File: config.mk
export PLATFORM = sky130hd
export DESIGN_NAME = mmc_msg_trigger
export DESIGN_NICKNAME = d
export VERILOG_FILES = /design/src/rtl/mmc_msg_trigger.sv
export SDC_FILE = /design/constraint.sdc
export NUM_CORES = 1
export LEC_CHECK = 0
export ABC_CLOCK_PERIOD_IN_PS = 3200
export BUFFER_PORTS_ARGS = -buffer_cell sky130_fd_sc_hd__buf_4
export CORE_ASPECT_RATIO = 1.4
export CORE_MARGIN = 3
export CORE_UTILIZATION = 50
export DETAILED_ROUTE_END_ITERATION = 6
export PLACE_DENSITY = 0.81
export SETUP_SLACK_MARGIN = 0.3
export SYNTH_ARGS = -nofsm -noshare
export SYNTH_HDL_FRONTEND = slang
export SYNTH_SLANG_ARGS = --single-unit
File: constraint.sdc
create_clock -name clk -period 3.2 [get_ports clk]
set_input_delay 0.48 -clock clk [delete_from_list [all_inputs] [get_ports clk]]
set_output_delay 0.48 -clock clk [all_outputs]
set_load 0.02 [all_outputs]
File: src/rtl/mmc_msg_trigger.sv
// Packet trigger downstream of mmc_msg_capture: framing/CRC7 check, value/mask
// match, match skipping, programmable delay and a fixed-length trigger pulse.
module mmc_msg_trigger #(
    parameter int CNT_WIDTH   = 16,
    parameter int DELAY_WIDTH = 16,
    parameter int TRIG_LEN    = 1
) (
    input  logic                   clk,
    input  logic                   reset_n,
    input  logic [47:0]            msg_packet,
    input  logic                   msg_valid,
    input  logic                   arm_i,
    input  logic                   disarm_i,
    input  logic [47:0]            match_value,
    input  logic [47:0]            match_mask,
    input  logic                   crc_check_en,
    input  logic [CNT_WIDTH-1:0]   match_count,
    input  logic [DELAY_WIDTH-1:0] trig_delay,
    output logic                   trig_out,
    output logic                   armed,
    output logic                   crc_err,
    output logic [15:0]            crc_err_cnt,
    output logic [5:0]             last_cmd_idx,
    output logic [1:0]             debug_state
);

    typedef enum logic [1:0] {
        ST_IDLE  = 2'd0,
        ST_ARMED = 2'd1,
        ST_DELAY = 2'd2,
        ST_FIRE  = 2'd3
    } state_e;

    localparam int FIRE_W = (TRIG_LEN > 1) ? $clog2(TRIG_LEN) : 1;
    localparam logic [FIRE_W-1:0] FIRE_LAST = FIRE_W'(TRIG_LEN - 1);

    // CRC7 x^7+x^3+1, zero init, MSB first
    function automatic logic [6:0] crc7(input logic [39:0] data);
        logic [6:0] c;
        logic       fb;
        c = '0;
        for (int i = 39; i >= 0; i--) begin
            fb = data[i] ^ c[6];
            c  = {c[5:0], 1'b0};
            if (fb) c = c ^ 7'h09;
        end
        return c;
    endfunction

    logic [47:0] bit_miss;
    logic        frame_ok;
    logic        crc_exempt;
    logic        crc_ok;
    logic        hit;

    genvar gi;
    generate
        for (gi = 0; gi < 48; gi++) begin : g_cmp
            assign bit_miss[gi] = match_mask[gi] & (msg_packet[gi] ^ match_value[gi]);
        end
    endgenerate

    assign frame_ok   = ~msg_packet[47] & msg_packet[0];
    assign crc_exempt = ~msg_packet[46] & (msg_packet[45:40] == 6'h3F);
    assign crc_ok     = crc_exempt | (crc7(msg_packet[47:8]) == msg_packet[7:1]);
    assign hit        = frame_ok & (crc_ok | ~crc_check_en) & ~(|bit_miss);

    // Stage 1: per-packet evaluation, one packet per cycle with no back-pressure
    logic       s1_hit_q;
    logic       s1_bad_q;
    logic       s1_frame_q;
    logic [5:0] s1_idx_q;

    always_ff @(posedge clk or negedge reset_n) begin
        if (!reset_n) begin
            s1_hit_q   <= 1'b0;
            s1_bad_q   <= 1'b0;
            s1_frame_q <= 1'b0;
            s1_idx_q   <= '0;
        end else begin
            s1_hit_q   <= msg_valid & hit;
            s1_bad_q   <= msg_valid & frame_ok & ~crc_ok;
            s1_frame_q <= msg_valid & frame_ok;
            s1_idx_q   <= msg_packet[45:40];
        end
    end

    // Stage 2: statistics, independent of the FSM state
    logic        crc_err_q;
    logic [15:0] crc_err_cnt_q;
    logic [5:0]  last_idx_q;

    always_ff @(posedge clk or negedge reset_n) begin
        if (!reset_n) begin
            crc_err_q     <= 1'b0;
            crc_err_cnt_q <= '0;
            last_idx_q    <= '0;
        end else begin
            crc_err_q <= s1_bad_q;
            if (s1_bad_q && (crc_err_cnt_q != 16'hFFFF))
                crc_err_cnt_q <= crc_err_cnt_q + 16'd1;
            if (s1_frame_q)
                last_idx_q <= s1_idx_q;
        end
    end

    state_e                 state_q, state_d;
    logic [CNT_WIDTH-1:0]   skip_q, skip_d;
    logic [CNT_WIDTH-1:0]   limit_q, limit_d;
    logic [DELAY_WIDTH-1:0] delay_q, delay_d;
    logic [FIRE_W-1:0]      fire_q, fire_d;
    logic                   trig_q, trig_d;

    always_ff @(posedge clk or negedge reset_n) begin
        if (!reset_n) begin
            state_q <= ST_IDLE;
            skip_q  <= '0;
            limit_q <= '0;
            delay_q <= '0;
            fire_q  <= '0;
            trig_q  <= 1'b0;
        end else begin
            state_q <= state_d;
            skip_q  <= skip_d;
            limit_q <= limit_d;
            delay_q <= delay_d;
            fire_q  <= fire_d;
            trig_q  <= trig_d;
        end
    end

    always_comb begin
        state_d = state_q;
        skip_d  = skip_q;
        limit_d = limit_q;
        delay_d = delay_q;
        fire_d  = fire_q;
        if (disarm_i) begin
            state_d = ST_IDLE;
        end else begin
            case (state_q)
                ST_IDLE: begin
                    if (arm_i) begin
                        state_d = ST_ARMED;
                        skip_d  = '0;
                        limit_d = match_count;
                    end
                end
                ST_ARMED: begin
                    if (s1_hit_q) begin
                        if (skip_q == limit_q) begin
                            state_d = ST_DELAY;
                            delay_d = trig_delay;
                        end else begin
                            skip_d = skip_q + CNT_WIDTH'(1);
                        end
                    end
                end
                ST_DELAY: begin
                    if (delay_q == '0) begin
                        state_d = ST_FIRE;
                        fire_d  = '0;
                    end else begin
                        delay_d = delay_q - DELAY_WIDTH'(1);
                    end
                end
                ST_FIRE: begin
                    if (fire_q == FIRE_LAST)
                        state_d = ST_IDLE;
                    else
                        fire_d = fire_q + FIRE_W'(1);
                end
                default: state_d = ST_IDLE;
            endcase
        end
        // trig_out is registered alongside the state so it tracks FIRE exactly
        trig_d = (state_d == ST_FIRE);
    end

    assign trig_out     = trig_q;
    assign armed        = (state_q == ST_ARMED) | (state_q == ST_DELAY);
    assign crc_err      = crc_err_q;
    assign crc_err_cnt  = crc_err_cnt_q;
    assign last_cmd_idx = last_idx_q;
    assign debug_state  = state_q;

endmodule

==> results.yml, run 1 <==
timing:
  slew_headroom_pct: 31.5
  period_needed_ns: 2.84
  max_freq_ghz: 0.352
  slew_violations: 0
  min_period_over_period_pct: 88.7
  finalSetupViolCount: 0
  rsz0062_at_grt: "yes"
  finalHoldViolCount: 0
  tns_ns: 0
  clock_skew_ns: 0.00658
  tightest_slew_ns: 1.03
finish:
  nets: 938
  area_growth_pct: 41.3
  finalInstanceArea_um2: 7800
  diodes: 0
  drive_gt1_share_pct: 37.9
  fin_util_pct: 73.8
  nFillCells: 748
hold_path:
  hold_class: "input port to flip-flop"
placed_design:
  hpwl_um: 12900
  portBuffers: 208
  placed_area_um2: 7320
  gp_congestion: 0.863
clock_tree:
  clk_pin_slew_ns: 0.06
  cts_hold_buf: 0
  numClockSinks: 83
  cts_tree: "done"
  cts_made_buffers: 9
  clk-insertion-delay-late_ns: 0.33
  root_buffer: "clkbuf_16"
  htree_num_levels: 3
  clockBufferDepth: 2
setup_path:
  cp_top_family: "XOR/XNOR gates"
  crit_buf_inv: 1
  crit_type: "input port to flip-flop"
  cp_max_fo: 3
  cpMostUsedCell: "xnor3_2"
  crit_slowest_cell: "xnor3_2"
  cp-start-kind: "input port"
  crit_path_end_kind: "flip-flop"
  critical-path-max-stage-delay_ns: 0.48
  cp_data_arrival_time_ns: 3.07
  crit_required_ns: 3.44
  crit_chain: "buf_4 > xnor3_1 > xnor3_2 > xnor3_2 > xnor3_2 > nor4b_2 > nor4_1 > a31o_1 > a311oi_2"
die:
  die_h_um: 130
  row_count: 44
  die-area_um2: 12400
  io_pins: 209
  core_um2: 10600
  initial_utilization_pct: 52.2
  dieWidth_um: 94.8
synthesis:
  synth_top_area_share_pct: 37.6
  synth_edf_count: 0
  yosys-top-cells-count: "dfrtp_1 (83), xnor2_1 (66), xor2_1 (59)"
  synthFlopType: "dfrtp_1"
  synth_top_area_cell: "dfrtp_1"
  yosys_register_bits: 83
  ys_top_cells_by_area: "dfrtp_1 (38%), xnor2_1 (10%), xor2_1 (9.4%), xnor3_1 (5.7%), mux2_2 (4.7%)"
  avgSynthCellArea_um2: 10.6
  seq_area_frac_synth_pct: 37.6
  synth_fp_nets: 712
  async_flop_share_pct: 100
  netlist_instances: 523
  netlist_area_um2: 5520
  ys_warn_count: 0
  yosysMostFrequentCell: "dfrtp_1"
  yosysUniqueCellTypes: 45
power:
  power_mw: 4.11
  vdd.ir_drop.worst_v: 0.000299
  p_leak_nw: 3.65
  power_density_nw_per_um2: 526
route:
  firstDrtPassIters: 4
  drc_errors: 0
  ant_nets: 0
  avgRoutedWirePerCell_um: 17.9
  vias: 4939
  drtIter0Drc: 201
  totalWireLength_um: 16000
  vias_per_cell: 5.54
outcome:
  status: "finished clean"
grt:
  grt_usage_pct: 25.0
  grt_antenna_before_repair: 0
  grt_pass1_vias: 4956
  grt_pass1_wl_um: 23500
  grt_max_degree: 84
  grt_overflow: 0
run:
  drv_cap: 0
==> layer usage <==
| metal | up-vias | share of wire (%) | global-route usage [%] |
|---|---|---|---|
| met5 | - | 0 | 0 |
| met4 | 0 | 3.4 | 10.9 |
| met3 | 40 | 6.5 | 4.15 |
| met2 | 202 | 54 | 47.8 |
| met1 | 2351 | 36 | 26.3 |
| li1 | 2346 | - | - |
==> sequential cells by signal (all words and copies together) (netlist names) <==
register and flops:
s1_bad_q 1, debug_state 2, s1_idx_q 6, crc_err 1, limit_q 16, s1_hit_q 1
last_cmd_idx 6, trig_out 1, s1_frame_q 1, delay_q 16, skip_q 16, crc_err_cnt 16
==> power by group <==
| part | switching [mW] | total [mW] | internal [mW] |
|---|---|---|---|
| clock | 0.398 | 1.08 | 0.681 |
| sequential | 0.171 | 1.38 | 1.21 |
| combinational | 0.760 | 1.64 | 0.884 |
| total | 1.33 | 4.11 | 2.78 |
==> through the flow <==
stage / hold WS (ns) / setup WS [ns] / std cells
after floorplan: 0.184 / 0.351 / 523
after global placement: 0.431 / 0.139 / 871
after detailed placement: 0.413 / 0.000962 / 871
after CTS: 0.283 / 0.298 / 887
after global routing: 0.297 / 0.245 / 892
final: 0.298 / 0.363 / 892
==> cell type report <==
cell class                      instances  area [µm²]  area share (%)
Sequential cell                        83        2080            26.6
Inverter                               13        48.8           0.626
Clock buffer                           11         233            2.98
Tap cell                              138         173            2.21
Clock inverter                          5        77.6           0.994
Timing Repair Buffer                  226        1690            21.7
Multi-Input combinational cell        416        3500            44.8
==> worst register-to-register path: cells and delay by family, from the launching register on <==
family / cells / cell delay [ns]
DFF: 1 / 0.40
and+or+nand+nor: 6 / 1.39
AOI/OAI and AO/OA: 2 / 0.27
adders and majority gates: 1 / 0.20
buffers and inverters: 3 / 0.43
==> cells in the final DEF, fill, tap and decap left out, types with 3 or more instances in the layout <==
cell type    n
nor3b_1      5
nand4_1     11
nor2_1      23
clkbuf_16    9
a22o_1      10
dfrtp_1     83
o21ai_0     23
xnor3_1     12
ha_1         6
a221oi_1    11
nand2b_1     5
xor3_1       6
xnor2_2      4
nand2_1     21
xnor2_1     62
mux2i_1      4
xor2_1      58
inv_1       13
nand3_1     20
nor4_1       4
nor3_1      12
mux2_2      23
o22ai_1     15
or3_1        7
buf_4      225
xnor3_2      3
o211ai_1     3
a21oi_1     22
and3_1      14
==> cells by family after synthesis <==
kind of cell / count (synthesis) / share of synthesized area (%)
AO/OA/AOI/OAI: 96 / 11.3
XOR/XNOR: 147 / 29.0
adder cells (fa/ha/maj): 7 / 1.59
buffers and inverters: 24 / 1.65
flip-flops: 83 / 37.6
multiplexers: 27 / 5.42
AND/OR/NAND/NOR: 139 / 13.5
==> worst paths after layout <==
check / start / to / slack, ns / cells past startpoint
worst min register to register: s1_bad_q / crc_err / 0.43 / 0
worst max-delay path: msg_packet[27] / s1_hit_q / 0.36 / 9
worst min-delay path: msg_packet[40] / s1_idx_q[0] / 0.30 / 1
max in group asynchronous: reset_n / skip_q[0] / 2.21 / 1
min in group asynchronous: reset_n / limit_q[10] / 0.31 / 1
worst max register to register: delay_q[0] / delay_q[4] / 0.44 / 12
==> timing repair <==
item,4_1_cts,5_1_grt
pin swaps,0,9
gates resized for setup,3,21
setup endpoints to repair,17,20
buffers inserted,0,4
gates cloned,0,1
Power figures use the tool's default switching activity.
==> run 2: changes to the inputs <==
ABC_CLOCK_PERIOD_IN_PS = 2990   (was 3200)
clock period = 2.99 ns   (was 3.2 ns; I/O delays follow)
==> run 2 against run 1 <==
  * Critical path depth increased by 2
  * Sequential share of layout area decreased by 0.26 points
  * Core utilization increased by 0.72 points
  * Global-route usage increased by 1.1 points
  * Hold slack got worse by 0.022 ns
  * First-iteration DRC count increased by 15%
  * Routed wire length increased by 2.1%
  * Clock skew increased by 0.0024 ns
  * Via count increased by 1.1%
  * Count of clock-buffer cells in the layout unchanged
  * Register-to-register slack got worse by 0.16 ns
  * Non-clock buffer count increased by 6
==> results.yml, run 2 (synthesis results as in run 1) <==
grt:
  grt_pass1_vias: 5196
  grt_pass1_wl_um: 24700
  grt_antenna_before_repair: 0
  grt_usage_pct: 26.1
  grt_max_degree: 84
  grt_overflow: 0
finish:
  nets: 944
  fin_util_pct: 74.5
  fin_cells: 896
  drive_gt1_share_pct: 38.7
  area_growth_pct: 42.7
  layout_commonest_cell: "buf_4"
  diodes: 0
  final_cell_mix: "buf_4 (230), dfrtp_1 (83), xnor2_1 (60), xor2_1 (58)"
setup_path:
  ff2ff_path_depth: 11
  crit_path_start: "delay_q[0]"
  crit_path_end_kind: "flip-flop"
  cp_data_arrival_time_ns: 2.96
  r2r-start: "delay_q[0]"
  cp-start-kind: "flip-flop"
  crit_type: "flip-flop to flip-flop"
  cp_max_fo: 32
  crit_required_ns: 3.24
outcome:
  status: "finished clean"
placed_design:
  portBuffers: 208
  pre_cts_ws_ns: -0.0695
  dp.cells: 873
  gp_congestion: 0.903
  hpwl_um: 13100
power:
  vdd.ir_drop.worst_v: 0.000294
  p_seq_share_pct: 33.6
  power_switching_mw: 1.40
  comb_power_share_pct: 40.9
  p_sw_share_pct: 31.8
  power_density_nw_per_um2: 561
  intPower_mw: 3.01
  power_mw: 4.42
  clockPowerShare_pct: 25.5
  p_leak_nw: 3.71
die:
  row_count: 44
  initial_utilization_pct: 52.2
  die_h_um: 130
  io_pins: 209
  core_um2: 10600
  dieWidth_um: 94.8
  die-area_um2: 12400
hold_path:
  hold_class: "input port to asynchronous set/reset pin"
clock_tree:
  root_buffer: "clkbuf_16"
  clk-insertion-delay-late_ns: 0.33
  numClockSinks: 83
  clockBufferDepth: 2
  htree_num_levels: 3
  cts_made_buffers: 9
  clk_pin_slew_ns: 0.06
  cts_tree: "done"
timing:
  rsz0062_at_grt: "yes"
  finalSetupViolCount: 0
  finalHoldViolCount: 0
  layout_setup_ws_ns: 0.279
  period_needed_ns: 2.71
  min_period_over_period_pct: 90.7
  slew_headroom_pct: 32.9
  slew_violations: 0
  clock_skew_ns: 0.00900
  tightest_slew_ns: 1.01
  max_freq_ghz: 0.369
  tns_ns: 0
route:
  drtIter0Drc: 231
  avgRoutedWirePerCell_um: 18.2
  totalWireLength_um: 16300
  drc_errors: 0
  vias: 4992
  firstDrtPassIters: 4
  ant_nets: 0
  vias_per_cell: 5.57
run:
  drv_cap: 0
run 2: worst max-delay path, cell delays in order, from the launching register on:
cell and delay [ns]:
dfrtp_1 0.39, inv_1 0.07, ha_2 0.20, or4b_4 0.49, nor4_4 0.29, nor3b_4 0.26, nor4bb_4 0.26, nor4b_2 0.11
buf_12 0.18, nand3_1 0.08, o21ai_0 0.11, a21oi_1 0.18
run 2: worst paths after layout:
| kind | endpoint | slack, ns |
|---|---|---|
| setup reg to reg | delay_q[4] | 0.28 |
| hold / removal | limit_q[15] | 0.28 |
| hold reg to reg | crc_err | 0.45 |
| setup / recovery | delay_q[4] | 0.28 |
| min in group clk | s1_idx_q[3] | 0.28 |
| max in group asynchronous | crc_err_cnt[7] | 2.06 |
run 2: area by class of cell:
| type | count | area [µm²] |
|---|---|---|
| multi-input combinational | 416 | 3510 |
| tap | 138 | 173 |
| clock buffer | 11 | 233 |
| inverter | 13 | 48.8 |
| timing repair buffer | 232 | 1770 |
| fill | 778 | 2690 |
| sequential | 83 | 2080 |
| clock inverter | 3 | 65.1 |
run 2: power by group through the flow:
stage	Sequential, mW	Combinational [mW]	Clock [mW]
floorplan	1.51	1.03	0
global placement	1.48	1.58	0
detailed placement	1.49	1.63	0
CTS	1.48	1.66	1.14
global route	1.51	1.94	1.18
finish	1.48	1.81	1.13
run 2: timing repair:
item                                    in CTS  in global routing
hold buffers                                 0                  0
pin swaps                                    2                  9
resized for setup                            6                 15
endpoints found under the setup margin      29                 23
buffers inserted                             1                  8
run 2: routing by layer:
metal  global-route usage, %  share of wire (%)  vias up
met5                       0                  0        -
met4                    9.77                3.0        0
met3                    4.73                7.3       32
met2                    50.2                 55      238
met1                    27.7                 35     2372
li1                        -                  -     2350
run 2: per-stage QoR:
stage	cell area, µm²	hold slack, ns
2_1_floorplan	5550	0.153
3_3_place_gp	7390	0.422
3_5_place_dp	7390	0.430
4_1_cts	7730	0.266
5_1_grt	7880	0.268
6_report	7880	0.276
